## config.mk

```make
export PLATFORM = sky130hd
export DESIGN_NAME = sprite_motion_sequencer_flat
export DESIGN_NICKNAME = d
export VERILOG_FILES = /design/src/rtl/sprite_pkg.sv /design/src/rtl/sprite_motion_sequencer_if.sv /design/src/rtl/sprite_pos_clamp.sv /design/src/rtl/sprite_motion_sequencer.sv /design/src/flat_wrapper.sv
export SDC_FILE = /design/constraint.sdc
export NUM_CORES = 1
export LEC_CHECK = 0
export CELL_PAD_IN_SITES_DETAIL_PLACEMENT = 2
export CELL_PAD_IN_SITES_GLOBAL_PLACEMENT = 2
export CORE_ASPECT_RATIO = 0.7
export CORE_UTILIZATION = 36
export CTS_CLUSTER_DIAMETER = 50
export CTS_CLUSTER_SIZE = 28
export DETAILED_ROUTE_END_ITERATION = 6
export GPL_TIMING_DRIVEN = 0
export PLACE_DENSITY_LB_ADDON = 0.1
export SLEW_MARGIN = 5
export SYNTH_ARGS = -nofsm -noshare
export SYNTH_HDL_FRONTEND = slang
export SYNTH_SLANG_ARGS = --single-unit
```

## constraint.sdc

```tcl
create_clock -name clk -period 6.3 [get_ports clk]
set_input_delay 1.26 -clock clk [delete_from_list [all_inputs] [get_ports clk]]
set_output_delay 1.26 -clock clk [all_outputs]
set_load 0.05 [all_outputs]
```

## src/rtl/sprite_pkg.sv

```systemverilog
// Shared types and screen geometry for the sprite motion sequencer.
package sprite_pkg;

    // Coordinate widths of the sprite origin.
    localparam int unsigned XW = 8;
    localparam int unsigned YW = 7;

    // Default screen bounds; the minimum on both axes is 0.
    localparam int unsigned X_MAX_DEFAULT = 144;
    localparam int unsigned Y_MAX_DEFAULT = 112;

    // Width of the shift_amount command field.
    localparam int unsigned SHW = 7;

    typedef enum logic [1:0] {
        DirRight = 2'b00,
        DirLeft  = 2'b01,
        DirDown  = 2'b10,
        DirUp    = 2'b11
    } dir_e;

    typedef enum logic [2:0] {
        StIdle   = 3'd0,
        StClrArm = 3'd1,
        StClrRun = 3'd2,
        StMove   = 3'd3,
        StDrwArm = 3'd4,
        StDrwRun = 3'd5
    } state_e;

endpackage

```

## src/rtl/sprite_motion_sequencer_if.sv

```systemverilog
// Frame request and sprite engine command bundle between the sequencer and its neighbours.
interface sprite_motion_sequencer_if;
    import sprite_pkg::*;

    logic              frame_tick;
    logic              move_en;
    logic [1:0]        dir;
    logic              sprite_complete;
    logic              draw;
    logic              clear;
    logic              shift_h;
    logic              shift_v;
    logic              load;
    logic [SHW-1:0]    shift_amount;
    logic [XW-1:0]     load_x;
    logic [YW-1:0]     load_y;
    logic [XW-1:0]     pos_x;
    logic [YW-1:0]     pos_y;
    logic              busy;
    logic              overrun;
    logic              timeout_err;

    // Requester / sprite engine side.
    modport master (
        output frame_tick, move_en, dir, sprite_complete,
        input  draw, clear, shift_h, shift_v, load, shift_amount,
        input  load_x, load_y, pos_x, pos_y, busy, overrun, timeout_err
    );

    // Sequencer side.
    modport slave (
        input  frame_tick, move_en, dir, sprite_complete,
        output draw, clear, shift_h, shift_v, load, shift_amount,
        output load_x, load_y, pos_x, pos_y, busy, overrun, timeout_err
    );

endinterface

```

## src/rtl/sprite_pos_clamp.sv

```systemverilog
// Combinational saturating position update: pos +/- STEP along dir, held in [0, max].
module sprite_pos_clamp
    import sprite_pkg::*;
#(
    parameter int unsigned STEP  = 1,
    parameter int unsigned X_MAX = X_MAX_DEFAULT,
    parameter int unsigned Y_MAX = Y_MAX_DEFAULT
) (
    input  logic [XW-1:0] pos_x_i,
    input  logic [YW-1:0] pos_y_i,
    input  dir_e          dir_i,
    input  logic          move_en_i,
    output logic [XW-1:0] cand_x_o,
    output logic [YW-1:0] cand_y_o
);

    // Work in 16 bits so neither pos + STEP nor the underflow test can wrap.
    localparam logic [15:0] StepW = 16'(STEP);
    localparam logic [15:0] XMaxW = 16'(X_MAX);
    localparam logic [15:0] YMaxW = 16'(Y_MAX);

    logic [15:0] x_w;
    logic [15:0] y_w;

    // Step along the requested axis, saturating at both screen edges.
    always_comb begin
        x_w = 16'(pos_x_i);
        y_w = 16'(pos_y_i);
        if (move_en_i) begin
            unique case (dir_i)
                DirRight: x_w = (x_w + StepW > XMaxW) ? XMaxW : x_w + StepW;
                DirLeft:  x_w = (x_w < StepW) ? 16'd0 : x_w - StepW;
                DirDown:  y_w = (y_w + StepW > YMaxW) ? YMaxW : y_w + StepW;
                DirUp:    y_w = (y_w < StepW) ? 16'd0 : y_w - StepW;
            endcase
        end
        // Also pull back an out-of-range start position (e.g. a bad INIT parameter).
        if (x_w > XMaxW) x_w = XMaxW;
        if (y_w > YMaxW) y_w = YMaxW;
        cand_x_o = x_w[XW-1:0];
        cand_y_o = y_w[YW-1:0];
    end

endmodule

```

## src/rtl/sprite_motion_sequencer.sv

```systemverilog
// Per-frame sprite sequencer: erase the old sprite, move its origin, redraw it.
module sprite_motion_sequencer
    import sprite_pkg::*;
#(
    parameter int unsigned X_INIT  = 49,
    parameter int unsigned Y_INIT  = 48,
    parameter int unsigned X_MAX   = X_MAX_DEFAULT,
    parameter int unsigned Y_MAX   = Y_MAX_DEFAULT,
    parameter int unsigned STEP    = 1,
    parameter int unsigned TIMEOUT = 1023
) (
    input logic                     clk,
    input logic                     resetn,
    sprite_motion_sequencer_if.slave bus
);

    localparam int unsigned CntW = (TIMEOUT < 2) ? 1 : $clog2(TIMEOUT + 1);
    // Value of the run counter during the last run cycle before the abort.
    localparam logic [CntW-1:0] CntLast = CntW'(TIMEOUT - 1);

    state_e          state_q, state_d;
    logic [CntW-1:0] cnt_q, cnt_d;
    logic            move_en_q, move_en_d;
    dir_e            dir_q, dir_d;
    logic            draw_q, draw_d;
    logic            clear_q, clear_d;
    logic            shift_h_q, shift_h_d;
    logic            load_q, load_d;
    logic            busy_q, busy_d;
    logic            overrun_q, overrun_d;
    logic            timeout_q, timeout_d;
    logic [XW-1:0]   load_x_q, load_x_d, pos_x_q, pos_x_d, cand_x;
    logic [YW-1:0]   load_y_q, load_y_d, pos_y_q, pos_y_d, cand_y;

    sprite_pos_clamp #(
        .STEP  (STEP),
        .X_MAX (X_MAX),
        .Y_MAX (Y_MAX)
    ) u_clamp (
        .pos_x_i   (pos_x_q),
        .pos_y_i   (pos_y_q),
        .dir_i     (dir_q),
        .move_en_i (move_en_q),
        .cand_x_o  (cand_x),
        .cand_y_o  (cand_y)
    );

    // Next state, run-phase watchdog, sticky flags and strobes decoded from the next state.
    always_comb begin
        state_d   = state_q;
        cnt_d     = '0;
        move_en_d = move_en_q;
        dir_d     = dir_q;
        timeout_d = timeout_q;
        overrun_d = overrun_q | (bus.frame_tick & (state_q != StIdle));

        unique case (state_q)
            StIdle: begin
                if (bus.frame_tick) begin
                    state_d   = StClrArm;
                    move_en_d = bus.move_en;
                    dir_d     = dir_e'(bus.dir);
                end
            end
            // Engine pointer may still read as wrapped from the last pass; complete is ignored.
            StClrArm: state_d = StClrRun;
            StClrRun: begin
                if (bus.sprite_complete) begin
                    state_d = StMove;
                end else if (cnt_q == CntLast) begin
                    state_d   = StIdle;
                    timeout_d = 1'b1;
                end else begin
                    cnt_d = cnt_q + 1'b1;
                end
            end
            StMove:   state_d = StDrwArm;
            StDrwArm: state_d = StDrwRun;
            StDrwRun: begin
                if (bus.sprite_complete) begin
                    state_d = StIdle;
                end else if (cnt_q == CntLast) begin
                    state_d   = StIdle;
                    timeout_d = 1'b1;
                end else begin
                    cnt_d = cnt_q + 1'b1;
                end
            end
            default: state_d = StIdle;
        endcase

        // Strobes are registered from the next state so they line up with state_q.
        draw_d    = state_d inside {StClrArm, StClrRun, StDrwArm, StDrwRun};
        clear_d   = state_d inside {StClrArm, StClrRun};
        shift_h_d = state_d inside {StDrwArm, StDrwRun};
        load_d    = (state_d == StMove);
        busy_d    = (state_d != StIdle);

        load_x_d = (state_d == StMove) ? cand_x : load_x_q;
        load_y_d = (state_d == StMove) ? cand_y : load_y_q;
        pos_x_d  = (state_q == StMove) ? load_x_q : pos_x_q;
        pos_y_d  = (state_q == StMove) ? load_y_q : pos_y_q;
    end

    // State and output registers; reset abandons any sequence in flight.
    always_ff @(posedge clk or negedge resetn) begin
        if (!resetn) begin
            state_q   <= StIdle;
            cnt_q     <= '0;
            move_en_q <= 1'b0;
            dir_q     <= DirRight;
            draw_q    <= 1'b0;
            clear_q   <= 1'b0;
            shift_h_q <= 1'b0;
            load_q    <= 1'b0;
            busy_q    <= 1'b0;
            overrun_q <= 1'b0;
            timeout_q <= 1'b0;
            load_x_q  <= XW'(X_INIT);
            load_y_q  <= YW'(Y_INIT);
            pos_x_q   <= XW'(X_INIT);
            pos_y_q   <= YW'(Y_INIT);
        end else begin
            state_q   <= state_d;
            cnt_q     <= cnt_d;
            move_en_q <= move_en_d;
            dir_q     <= dir_d;
            draw_q    <= draw_d;
            clear_q   <= clear_d;
            shift_h_q <= shift_h_d;
            load_q    <= load_d;
            busy_q    <= busy_d;
            overrun_q <= overrun_d;
            timeout_q <= timeout_d;
            load_x_q  <= load_x_d;
            load_y_q  <= load_y_d;
            pos_x_q   <= pos_x_d;
            pos_y_q   <= pos_y_d;
        end
    end

    assign bus.draw         = draw_q;
    assign bus.clear        = clear_q;
    assign bus.shift_h      = shift_h_q;
    assign bus.shift_v      = 1'b0;
    assign bus.load         = load_q;
    assign bus.shift_amount = SHW'(STEP);
    assign bus.load_x       = load_x_q;
    assign bus.load_y       = load_y_q;
    assign bus.pos_x        = pos_x_q;
    assign bus.pos_y        = pos_y_q;
    assign bus.busy         = busy_q;
    assign bus.overrun      = overrun_q;
    assign bus.timeout_err  = timeout_q;

endmodule
```

## src/flat_wrapper.sv

```systemverilog
// flat-port wrapper written by rule: the top's interface ports become plain ports
module sprite_motion_sequencer_flat import sprite_pkg::*;
#(
    parameter int unsigned X_INIT  = 49,
    parameter int unsigned Y_INIT  = 48,
    parameter int unsigned X_MAX   = X_MAX_DEFAULT,
    parameter int unsigned Y_MAX   = Y_MAX_DEFAULT,
    parameter int unsigned STEP    = 1,
    parameter int unsigned TIMEOUT = 1023
)
  (clk, resetn, bus_frame_tick, bus_move_en, bus_dir, bus_sprite_complete, bus_draw, bus_clear, bus_shift_h, bus_shift_v, bus_load, bus_shift_amount, bus_load_x, bus_load_y, bus_pos_x, bus_pos_y, bus_busy, bus_overrun, bus_timeout_err);
  sprite_motion_sequencer_if bus_i ();
  input logic clk;
  input logic resetn;
  input wire logic [$bits(bus_i.frame_tick)-1:0] bus_frame_tick;
  input wire logic [$bits(bus_i.move_en)-1:0] bus_move_en;
  input wire logic [$bits(bus_i.dir)-1:0] bus_dir;
  input wire logic [$bits(bus_i.sprite_complete)-1:0] bus_sprite_complete;
  output wire logic [$bits(bus_i.draw)-1:0] bus_draw;
  output wire logic [$bits(bus_i.clear)-1:0] bus_clear;
  output wire logic [$bits(bus_i.shift_h)-1:0] bus_shift_h;
  output wire logic [$bits(bus_i.shift_v)-1:0] bus_shift_v;
  output wire logic [$bits(bus_i.load)-1:0] bus_load;
  output wire logic [$bits(bus_i.shift_amount)-1:0] bus_shift_amount;
  output wire logic [$bits(bus_i.load_x)-1:0] bus_load_x;
  output wire logic [$bits(bus_i.load_y)-1:0] bus_load_y;
  output wire logic [$bits(bus_i.pos_x)-1:0] bus_pos_x;
  output wire logic [$bits(bus_i.pos_y)-1:0] bus_pos_y;
  output wire logic [$bits(bus_i.busy)-1:0] bus_busy;
  output wire logic [$bits(bus_i.overrun)-1:0] bus_overrun;
  output wire logic [$bits(bus_i.timeout_err)-1:0] bus_timeout_err;
  assign bus_i.frame_tick = bus_frame_tick;
  assign bus_i.move_en = bus_move_en;
  assign bus_i.dir = bus_dir;
  assign bus_i.sprite_complete = bus_sprite_complete;
  assign bus_draw = bus_i.draw;
  assign bus_clear = bus_i.clear;
  assign bus_shift_h = bus_i.shift_h;
  assign bus_shift_v = bus_i.shift_v;
  assign bus_load = bus_i.load;
  assign bus_shift_amount = bus_i.shift_amount;
  assign bus_load_x = bus_i.load_x;
  assign bus_load_y = bus_i.load_y;
  assign bus_pos_x = bus_i.pos_x;
  assign bus_pos_y = bus_i.pos_y;
  assign bus_busy = bus_i.busy;
  assign bus_overrun = bus_i.overrun;
  assign bus_timeout_err = bus_i.timeout_err;
  sprite_motion_sequencer #(.X_INIT(X_INIT), .Y_INIT(Y_INIT), .X_MAX(X_MAX), .Y_MAX(Y_MAX), .STEP(STEP), .TIMEOUT(TIMEOUT)) u_core (.clk(clk), .resetn(resetn), .bus(bus_i));
endmodule
```

==> reports/qor.json, run 1 <==
{
  "core-area": {"value": 8688, "unit": "sq um"},
  "cts_tree": {"value": "yes"},
  "viasPerCell": {"value": 5.539},
  "placement_rows": {"value": 28},
  "synth.cell_area": {"value": 3308, "unit": "sq um"},
  "most_common_library_cell_in_the_layout_ignoring_fill_and_taps": {"value": "sky130_fd_sc_hd__dfrtp_1"},
  "synth-main-ff-cell": {"value": "sky130_fd_sc_hd__dfrtp_1"},
  "worst_setup_path_end_kind": {"value": "register"},
  "synth_top_family_by_area": {"value": "simple AND/OR/NAND/NOR gates"},
  "instances_no_fill": {"value": 540},
  "routed-via-count": {"value": 2991},
  "place.detailed.hpwl": {"value": 8.285, "unit": "mm"},
  "htree_depth": {"value": 2},
  "status": {"value": "finished clean"},
  "min_path_type": {"value": "reg -> reg"},
  "synth_enable_flop_cells": {"value": 0},
  "synth.distinct_cells": {"value": 63},
  "required": {"value": 6480, "unit": "ps"},
  "grt_use_met1": {"value": 35.81, "unit": "%"},
  "simple_gate_share_of_the_synthesized_area": {"value": 19.63, "unit": "%"},
  "timing.critical_path.fanout_max": {"value": 8},
  "synth_seq_area_share": {"value": 40.47, "unit": "%"},
  "area_of_the_multi_input_gates": {"value": 1762, "unit": "sq um"},
  "synth-adder-area-share": {"value": 2.648, "unit": "%"},
  "global_route_wire_length_before_repair": {"value": 18.06, "unit": "mm"},
  "worst-endpoint-arrival": {"value": 3330, "unit": "ps"},
  "initial_utilization": {"value": 38.08, "unit": "%"},
  "post_cts.resized_instances": {"value": 0},
  "boundaryPins": {"value": 52},
  "globalRouteMet3Util": {"value": 3.650, "unit": "%"},
  "synthToLayoutAreaGrowth": {"value": 23.41, "unit": "%"},
  "slew_headroom": {"value": 47.04, "unit": "%"},
  "place.detailed.instances": {"value": 532},
  "die_w": {"value": 116.6, "unit": "microns"},
  "cap_viol_max_count": {"value": 0},
  "drc": {"value": 0},
  "post_cts_hold_buffer_count": {"value": 0},
  "finalMaxSlewViolations": {"value": 0},
  "post-cts-setup-buffer-count": {"value": 0},
  "grt_overflow_total": {"value": 0},
  "clkSinkCount": {"value": 53},
  "fmax": {"value": 317.2, "unit": "MHz"},
  "synthesis.instances": {"value": 362},
  "nFillCells": {"value": 978},
  "ant_nets": {"value": 0},
  "synth-compound-area-share": {"value": 18.87, "unit": "%"},
  "fp.dieArea": {"value": 9583, "unit": "sq um"},
  "asyncSetResetFlopFracSynth": {"value": 100.0, "unit": "%"},
  "ff_latch_area": {"value": 1339, "unit": "sq um"},
  "worstRegToRegCells": {"value": 9},
  "cts.path.max_buffers": {"value": 2},
  "final_worst_path_cycle_share": {"value": 50.03, "unit": "%"},
  "drt_iter0_drc": {"value": 134},
  "power.density_cell_area": {"value": 574.8, "unit": "nW/um^2"},
  "critPathLaunchType": {"value": "register"},
  "setup_viol": {"value": 0},
  "diodes": {"value": 0},
  "setup_tns": {"value": 0, "unit": "ps"},
  "wl_per_cell": {"value": 20.81, "unit": "microns"},
  "finalHoldViolCount": {"value": 0},
  "final.setup_skew": {"value": 5.073, "unit": "ps"},
  "all_layer_global_routing_usage": {"value": 25.40, "unit": "%"},
  "path_class": {"value": "reg -> reg"},
  "post_synth_mux_area_share": {"value": 8.283, "unit": "%"},
  "timing.hold.worst_path_depth": {"value": 1},
  "routabilityCongestion": {"value": 0.8455},
  "peakVddDrop": {"value": 279.9, "unit": "uV"},
  "synth_area_per_cell": {"value": 9.139, "unit": "sq um"},
  "static-leakage-power": {"value": 1.713, "unit": "nW"},
  "period_minus_slack": {"value": 3152, "unit": "ps"},
  "final_cell_mix": {"value": "43 x sky130_fd_sc_hd__dfrtp_1, 42 x sky130_fd_sc_hd__clkdlybuf4s50_1, 37 x sky130_fd_sc_hd__nor2_1, 26 x sky130_fd_sc_hd__nand2_1, 19 x sky130_fd_sc_hd__o21ai_0"},
  "globalRouteMet2Util": {"value": 41.24, "unit": "%"},
  "post_route_cells_drive_above_1_share": {"value": 16.19, "unit": "%"},
  "cts_root_buffer": {"value": "sky130_fd_sc_hd__clkbuf_16"},
  "cts_buffers": {"value": 5},
  "grt_pass1_vias": {"value": 3185},
  "antenna_found_initial": {"value": 0},
  "detail_route.first_pass.iterations": {"value": 4},
  "die_h": {"value": 82.21, "unit": "microns"},
  "maximum_number_of_pins_on_one_net_before_global_route_repair": {"value": 38},
  "grt_busiest_layer": {"value": "met2"},
  "clkLatencyLatePin": {"value": 290, "unit": "ps"},
  "route.final.wire_length": {"value": 11.24, "unit": "mm"},
  "timing_worst_slew_pin_value": {"value": 791.9, "unit": "ps"},
  "synthXorXnorAreaFrac": {"value": 2.912, "unit": "%"},
  "count_of_nets_after_finishing": {"value": 433},
  "yosys_warnings": {"value": 0},
  "synth.ff_latch_count": {"value": 53},
  "clock_pin_slew_reported_for_the_worst_setup_and_hold_paths_after_clock_tree_synthesis": {"value": 70, "unit": "ps"},
  "grt_setup_unrepaired": {"value": "no"},
  "placement.io_buffers": {"value": 43}
}
## per-layer routing
| metal | part of all wire, % | wire (microns) | up-vias |
|---|---|---|---|
| li1 | - | - | 1395 |
| met1 | 49 | 5562 | 1536 |
| met2 | 46 | 5208 | 52 |
| met3 | 3.1 | 343 | 8 |
| met4 | 1.1 | 123 | 0 |
| met5 | 0 | 0 | - |
## through the flow
| step | total power [mW] | hold WS (ps) | utilization, % | instance area, sq um | worst slack, ps |
|---|---|---|---|---|---|
| after floorplan | 1.553 | 473.7 | - | 3331 | 3585 |
| after global placement | 1.966 | 447.9 | 45.02 | 3911 | 2345 |
| after detailed placement | 2.028 | 449.5 | 45.19 | 3926 | 3061 |
| after CTS | 2.353 | 470.6 | 46.99 | 4083 | 3195 |
| after global routing | 2.480 | 494.0 | 46.99 | 4083 | 2951 |
| final | 2.347 | 469.6 | 46.99 | 4083 | 3148 |
## state kept, by name, summed over array words and instances, names as in the netlist
register / cells
u_core.bus.busy: 1
u_core.bus.overrun: 1
u_core.move_en_q: 1
u_core.bus.load: 1
u_core.bus.load_x: 8
u_core.state_q: 3
u_core.bus.draw: 1
u_core.cnt_q: 10
u_core.bus.pos_y: 7
u_core.bus.timeout_err: 1
u_core.bus.pos_x: 8
u_core.bus.load_y: 7
u_core.bus.shift_h: 1
u_core.dir_q: 2
u_core.bus.clear: 1
## where the power goes
part	internal, mW	total, mW	switching [mW]
Clock	0.161	0.290	0.130
Sequential	0.475	0.579	0.104
Combinational	0.497	1.48	0.980
Total	1.13	2.35	1.21
## synth_stat cells, drive strengths merged, types with 4 or more instances
| cell type | n | share of area, % |
|---|---|---|
| clkbuf | 15 | 1.7 |
| mux2i | 6 | 1.8 |
| nor2 | 37 | 4.2 |
| o31ai | 5 | 1.1 |
| xnor2 | 4 | 1.1 |
| a21o | 5 | 1.1 |
| a22o | 9 | 2.4 |
| ha | 7 | 2.6 |
| nand3 | 16 | 2.6 |
| o21ai | 21 | 3.3 |
| a32o | 4 | 1.2 |
| xor2 | 7 | 1.9 |
| buf | 18 | 3.6 |
| mux2 | 17 | 5.8 |
| nor4 | 4 | 0.95 |
| dfrtp | 43 | 33 |
| a21oi | 17 | 2.6 |
| inv | 14 | 1.6 |
| or3 | 9 | 2.0 |
| dfstp | 10 | 7.9 |
| o221ai | 4 | 1.1 |
| nand2b | 4 | 0.76 |
| nor3 | 10 | 1.7 |
| and3 | 5 | 0.95 |
| nand2 | 27 | 3.1 |
## area by class of cell
class                           instances  share of cell area (%)
Timing Repair Buffer                   44                   10.91
Tap cell                              120                   3.678
Inverter                               15                   1.379
Sequential cell                        53                   32.79
Clock inverter                          2                  0.4291
Clock buffer                            6                   3.402
Multi-Input combinational cell        267                   43.15
Buffer                                 33                   4.260
## critical path, stage by stage, from the launching register on
cell                       delay [ps]
sky130_fd_sc_hd__dfstp_2          570
sky130_fd_sc_hd__ha_1             140
sky130_fd_sc_hd__clkbuf_1         340
sky130_fd_sc_hd__or3b_2           200
sky130_fd_sc_hd__a21oi_1           60
sky130_fd_sc_hd__o32ai_1          720
sky130_fd_sc_hd__nand2_1          150
sky130_fd_sc_hd__o21ai_0          350
sky130_fd_sc_hd__nand2b_1         200
sky130_fd_sc_hd__a32o_1           310
## kinds of logic (layout without fill, tap and decap cells)
kind of cell | count (synthesis) | in the layout
fa+ha+maj | 7 | 7
mux | 24 | 24
xor+xnor | 11 | 11
compound gates | 89 | 89
other cells | 2 | 8
flops | 53 | 53
buf+inv | 48 | 100
simple gates | 128 | 128
## final timing paths
path                                           from                    to  slack, ps
worst max-delay path            u_core.bus.pos_x[0]  u_core.bus.load_x[3]       3150
max in group asynchronous                    resetn   u_core.bus.pos_x[0]       4810
worst max register to register  u_core.bus.pos_x[0]  u_core.bus.load_x[3]       3150
worst min-delay path             u_core.bus.overrun    u_core.bus.overrun        470
worst min register to register   u_core.bus.overrun    u_core.bus.overrun        470
min in group asynchronous                    resetn      u_core.bus.clear        890
(Power assumes the default switching activity.)
==> run 2, diff against run 1 <==
--- a/config.mk
+++ b/config.mk
@@ -8,7 +8,7 @@
 export CELL_PAD_IN_SITES_DETAIL_PLACEMENT = 2
 export CELL_PAD_IN_SITES_GLOBAL_PLACEMENT = 2
 export CORE_ASPECT_RATIO = 0.7
-export CORE_UTILIZATION = 36
+export CORE_UTILIZATION = 30
 export CTS_CLUSTER_DIAMETER = 50
 export CTS_CLUSTER_SIZE = 28
 export DETAILED_ROUTE_END_ITERATION = 6
==> constraint.sdc (replaced) <==
create_clock -name clk -period 2.65 [get_ports clk]
set_input_delay 0.53 -clock clk [delete_from_list [all_inputs] [get_ports clk]]
set_output_delay 0.53 -clock clk [all_outputs]
set_load 0.05 [all_outputs]
==> reports/qor.json, run 2 (synthesis results as in run 1) <==
{
  "slew_headroom": {"value": 53.13, "unit": "%", "change": "was 47.04%"},
  "finalHoldViolCount": {"value": 0, "change": "unchanged"},
  "final_cell_mix": {"value": "42 x sky130_fd_sc_hd__clkdlybuf4s50_1, 41 x sky130_fd_sc_hd__dfrtp_1, 37 x sky130_fd_sc_hd__nor2_1, 26 x sky130_fd_sc_hd__nand2_1", "change": "was 43 x sky130_fd_sc_hd__dfrtp_1, 42 x sky130_fd_sc_hd__clkdlybuf4s50_1, 37 x sky130_fd_sc_hd__nor2_1, 26 x sky130_fd_sc_hd__nand2_1, 19 x sky130_fd_sc_hd__o21ai_0"},
  "required": {"value": 2830, "unit": "ps", "change": "was 6480 ps"},
  "setup.reg_to_reg.worst_slack": {"value": 70, "unit": "ps", "change": "was 3150 ps"},
  "critPathLaunchType": {"value": "register", "change": "unchanged"},
  "drc": {"value": 0, "change": "unchanged"},
  "clkLatencyLatePin": {"value": 290, "unit": "ps", "change": "about the same"},
  "nFillCells": {"value": 1159, "change": "was 978"},
  "maximum_number_of_pins_on_one_net_before_global_route_repair": {"value": 35, "change": "was 38"},
  "worst-endpoint-arrival": {"value": 2760, "unit": "ps", "change": "was 3330 ps"},
  "fmax": {"value": 387.5, "unit": "MHz", "change": "was 317.2 MHz"},
  "placement.io_buffers": {"value": 43, "change": "unchanged"},
  "synthToLayoutAreaGrowth": {"value": 29.69, "unit": "%", "change": "was 23.41%"},
  "worst_setup_path_end_kind": {"value": "register", "change": "unchanged"},
  "grt_setup_unrepaired": {"value": "yes", "change": "was no"},
  "ant_nets": {"value": 0, "change": "unchanged"},
  "postPlaceCellArea": {"value": 3971, "unit": "sq um", "change": "was 3926 sq um"},
  "period_minus_slack": {"value": 2581, "unit": "ps", "change": "was 3152 ps"},
  "top_register": {"value": "u_core.cnt_q", "change": "unchanged"},
  "fp.dieArea": {"value": 11460, "unit": "sq um", "change": "was 9583 sq um"},
  "worst_path_max_delay_cell": {"value": "sky130_fd_sc_hd__dfstp_2", "change": "was sky130_fd_sc_hd__o32ai_1"},
  "viasPerCell": {"value": 5.182, "change": "was 5.539"},
  "cts.path.max_buffers": {"value": 2, "change": "unchanged"},
  "grt_pass1_vias": {"value": 3084, "change": "was 3,185"},
  "worstRegToRegCells": {"value": 9, "change": "unchanged"},
  "power.density_cell_area": {"value": 1335, "unit": "nW/um^2", "change": "was 574.8 nW/um^2"},
  "routabilityCongestion": {"value": 0.8145, "change": "was 0.8455"},
  "worst_path_largest_cell_delay": {"value": 570, "unit": "ps", "change": "was 720 ps"},
  "setup_viol": {"value": 0, "change": "unchanged"},
  "clock_pin_slew_reported_for_the_worst_setup_and_hold_paths_after_clock_tree_synthesis": {"value": 70, "unit": "ps", "change": "about the same"},
  "final.setup_skew": {"value": 6.945, "unit": "ps", "change": "was 5.073 ps"},
  "hold_ws": {"value": 199.0, "unit": "ps", "change": "was 469.6 ps"},
  "min_path_type": {"value": "in -> async", "change": "was reg -> reg"},
  "count_of_nets_after_finishing": {"value": 436, "change": "was 433"},
  "placement_rows": {"value": 31, "change": "was 28"},
  "drt_iter0_drc": {"value": 126, "change": "was 134"},
  "all_layer_global_routing_usage": {"value": 19.26, "unit": "%", "change": "was 25.40%"},
  "cts_root_buffer": {"value": "sky130_fd_sc_hd__clkbuf_16", "change": "unchanged"},
  "wl_per_cell": {"value": 18.74, "unit": "microns", "change": "was 20.81 microns"},
  "detail_route.first_pass.iterations": {"value": 4, "change": "unchanged"},
  "most_common_library_cell_in_the_layout_ignoring_fill_and_taps": {"value": "sky130_fd_sc_hd__clkdlybuf4s50_1", "change": "was sky130_fd_sc_hd__dfrtp_1"},
  "timing.critical_path.fanout_max": {"value": 10, "change": "was 8"},
  "initial_utilization": {"value": 31.36, "unit": "%", "change": "was 38.08%"},
  "finalMaxSlewViolations": {"value": 0, "change": "unchanged"},
  "finish.instance_area": {"value": 4290, "unit": "sq um", "change": "was 4083 sq um"},
  "die_h": {"value": 89.86, "unit": "microns", "change": "was 82.21 microns"},
  "timing_worst_slew_pin_value": {"value": 703.1, "unit": "ps", "change": "was 791.9 ps"},
  "post-layout-total-power": {"value": 5.728, "unit": "mW", "change": "was 2.347 mW"},
  "worstPathCellList": {"value": "buf_4 > nand2_2 > nor3_4 > buf_4 > xor2_4 > nand2_1 > a221o_1 > a22o_1 > a32o_1", "change": "was ha_1 > clkbuf_1 > or3b_2 > a21oi_1 > o32ai_1 > nand2_1 > o21ai_0 > nand2b_1 > a32o_1"},
  "static-leakage-power": {"value": 1.767, "unit": "nW", "change": "was 1.713 nW"},
  "grt_overflow_total": {"value": 0, "change": "unchanged"},
  "area_of_the_multi_input_gates": {"value": 1901, "unit": "sq um", "change": "was 1762 sq um"},
  "cap_viol_max_count": {"value": 0, "change": "unchanged"},
  "path_class": {"value": "reg -> reg", "change": "unchanged"},
  "post_cts_hold_buffer_count": {"value": 0, "change": "unchanged"},
  "boundaryPins": {"value": 52, "change": "unchanged"},
  "place.detailed.hpwl": {"value": 8.093, "unit": "mm", "change": "was 8.285 mm"},
  "htree_depth": {"value": 2, "change": "unchanged"},
  "die_w": {"value": 127.5, "unit": "microns", "change": "was 116.6 microns"},
  "routed-via-count": {"value": 2959, "change": "was 2,991"},
  "diodes": {"value": 0, "change": "unchanged"},
  "cts_tree": {"value": "yes", "change": "unchanged"},
  "final_worst_path_cycle_share": {"value": 97.39, "unit": "%", "change": "was 50.03%"},
  "global_route_wire_length_before_repair": {"value": 17.21, "unit": "mm", "change": "was 18.06 mm"},
  "cts_buffers": {"value": 5, "change": "unchanged"},
  "largest_reg_flops": {"value": 10, "change": "unchanged"},
  "post_route_cells_drive_above_1_share": {"value": 21.28, "unit": "%", "change": "was 16.19%"},
  "route.final.wire_length": {"value": 10.70, "unit": "mm", "change": "was 11.24 mm"},
  "final_core_utilization": {"value": 40.67, "unit": "%", "change": "was 46.99%"},
  "path_common_cell": {"value": "sky130_fd_sc_hd__buf_4"},
  "antenna_found_initial": {"value": 0, "change": "unchanged"},
  "peakVddDrop": {"value": 566.6, "unit": "uV", "change": "was 279.9 uV"},
  "setup_tns": {"value": 0, "unit": "ps", "change": "unchanged"},
  "status": {"value": "finished clean", "change": "unchanged"},
  "clkSinkCount": {"value": 53, "change": "unchanged"},
  "core-area": {"value": 10550, "unit": "sq um", "change": "was 8688 sq um"},
  "ff_latch_area": {"value": 1341, "unit": "sq um", "change": "was 1339 sq um"}
}
-- run 2: cell count changes in the layout (fill, tap and decap cells not counted), sizes merged --
cell / change
clkinvlp: +1
buf: +5
clkbuf: -3
-- run 2: layer usage --
metal	share of wire [%]	GRT usage, %
met4	0.75	3.770
met3	2.9	2.619
met1	54	30.34
met2	42	27.60
met5	0	0
-- run 2: power by group --
| part | switching [mW] | internal [mW] | total [mW] | leakage (nW) |
|---|---|---|---|---|
| clock | 0.298 | 0.352 | 0.651 | 0.0702 |
| sequential | 0.292 | 1.13 | 1.42 | 0.661 |
| combinational | 2.31 | 1.34 | 3.65 | 1.04 |
-- run 2: what timing repair did --
item	in CTS	in global routing
endpoints found under the setup margin	9	12
gates resized for setup	10	20
buffers inserted	1	5
pin swaps	3	4
-- run 2: metrics by stage --
| stage | setup WS [ps] | cells |
|---|---|---|
| 2_1_floorplan | 21.52 | 368 |
| 3_3_place_gp | -806.1 | 559 |
| 3_5_place_dp | -178.9 | 560 |
| 4_1_cts | 2.379 | 566 |
| 5_1_grt | -36.06 | 571 |
| 6_report | 69.30 | 571 |
-- run 2: final timing paths --
| kind | startpoint | to |
|---|---|---|
| min in group clk | u_core.bus.overrun | u_core.bus.overrun |
| max in group asynchronous | resetn | u_core.bus.pos_x[0] |
| hold reg to reg | u_core.bus.overrun | u_core.bus.overrun |
| hold / removal | resetn | u_core.bus.load_y[0] |
| setup reg to reg | u_core.bus.pos_x[4] | u_core.bus.load_x[2] |
| setup / recovery | u_core.bus.pos_x[4] | u_core.bus.load_x[2] |
-- run 2: critical path, delay by kind of cell, from the launching register on --
kind                      cells  cell delay [ps]
buffers and inverters         2              370
AOI/OAI and AO/OA             3              810
xor gates and xnor gates      1              250
DFF                           1              570
and+or+nand+nor               3              480
-- run 2: layout make-up --
class / count / area share [%]
sequential: 53 / 31.26
buffer: 30 / 3.966
clock inverter: 3 / 0.4958
inverter: 15 / 1.312
clock buffer: 5 / 2.916
tap: 148 / 4.316
timing repair buffer: 50 / 11.43
multi-input combinational: 267 / 44.30
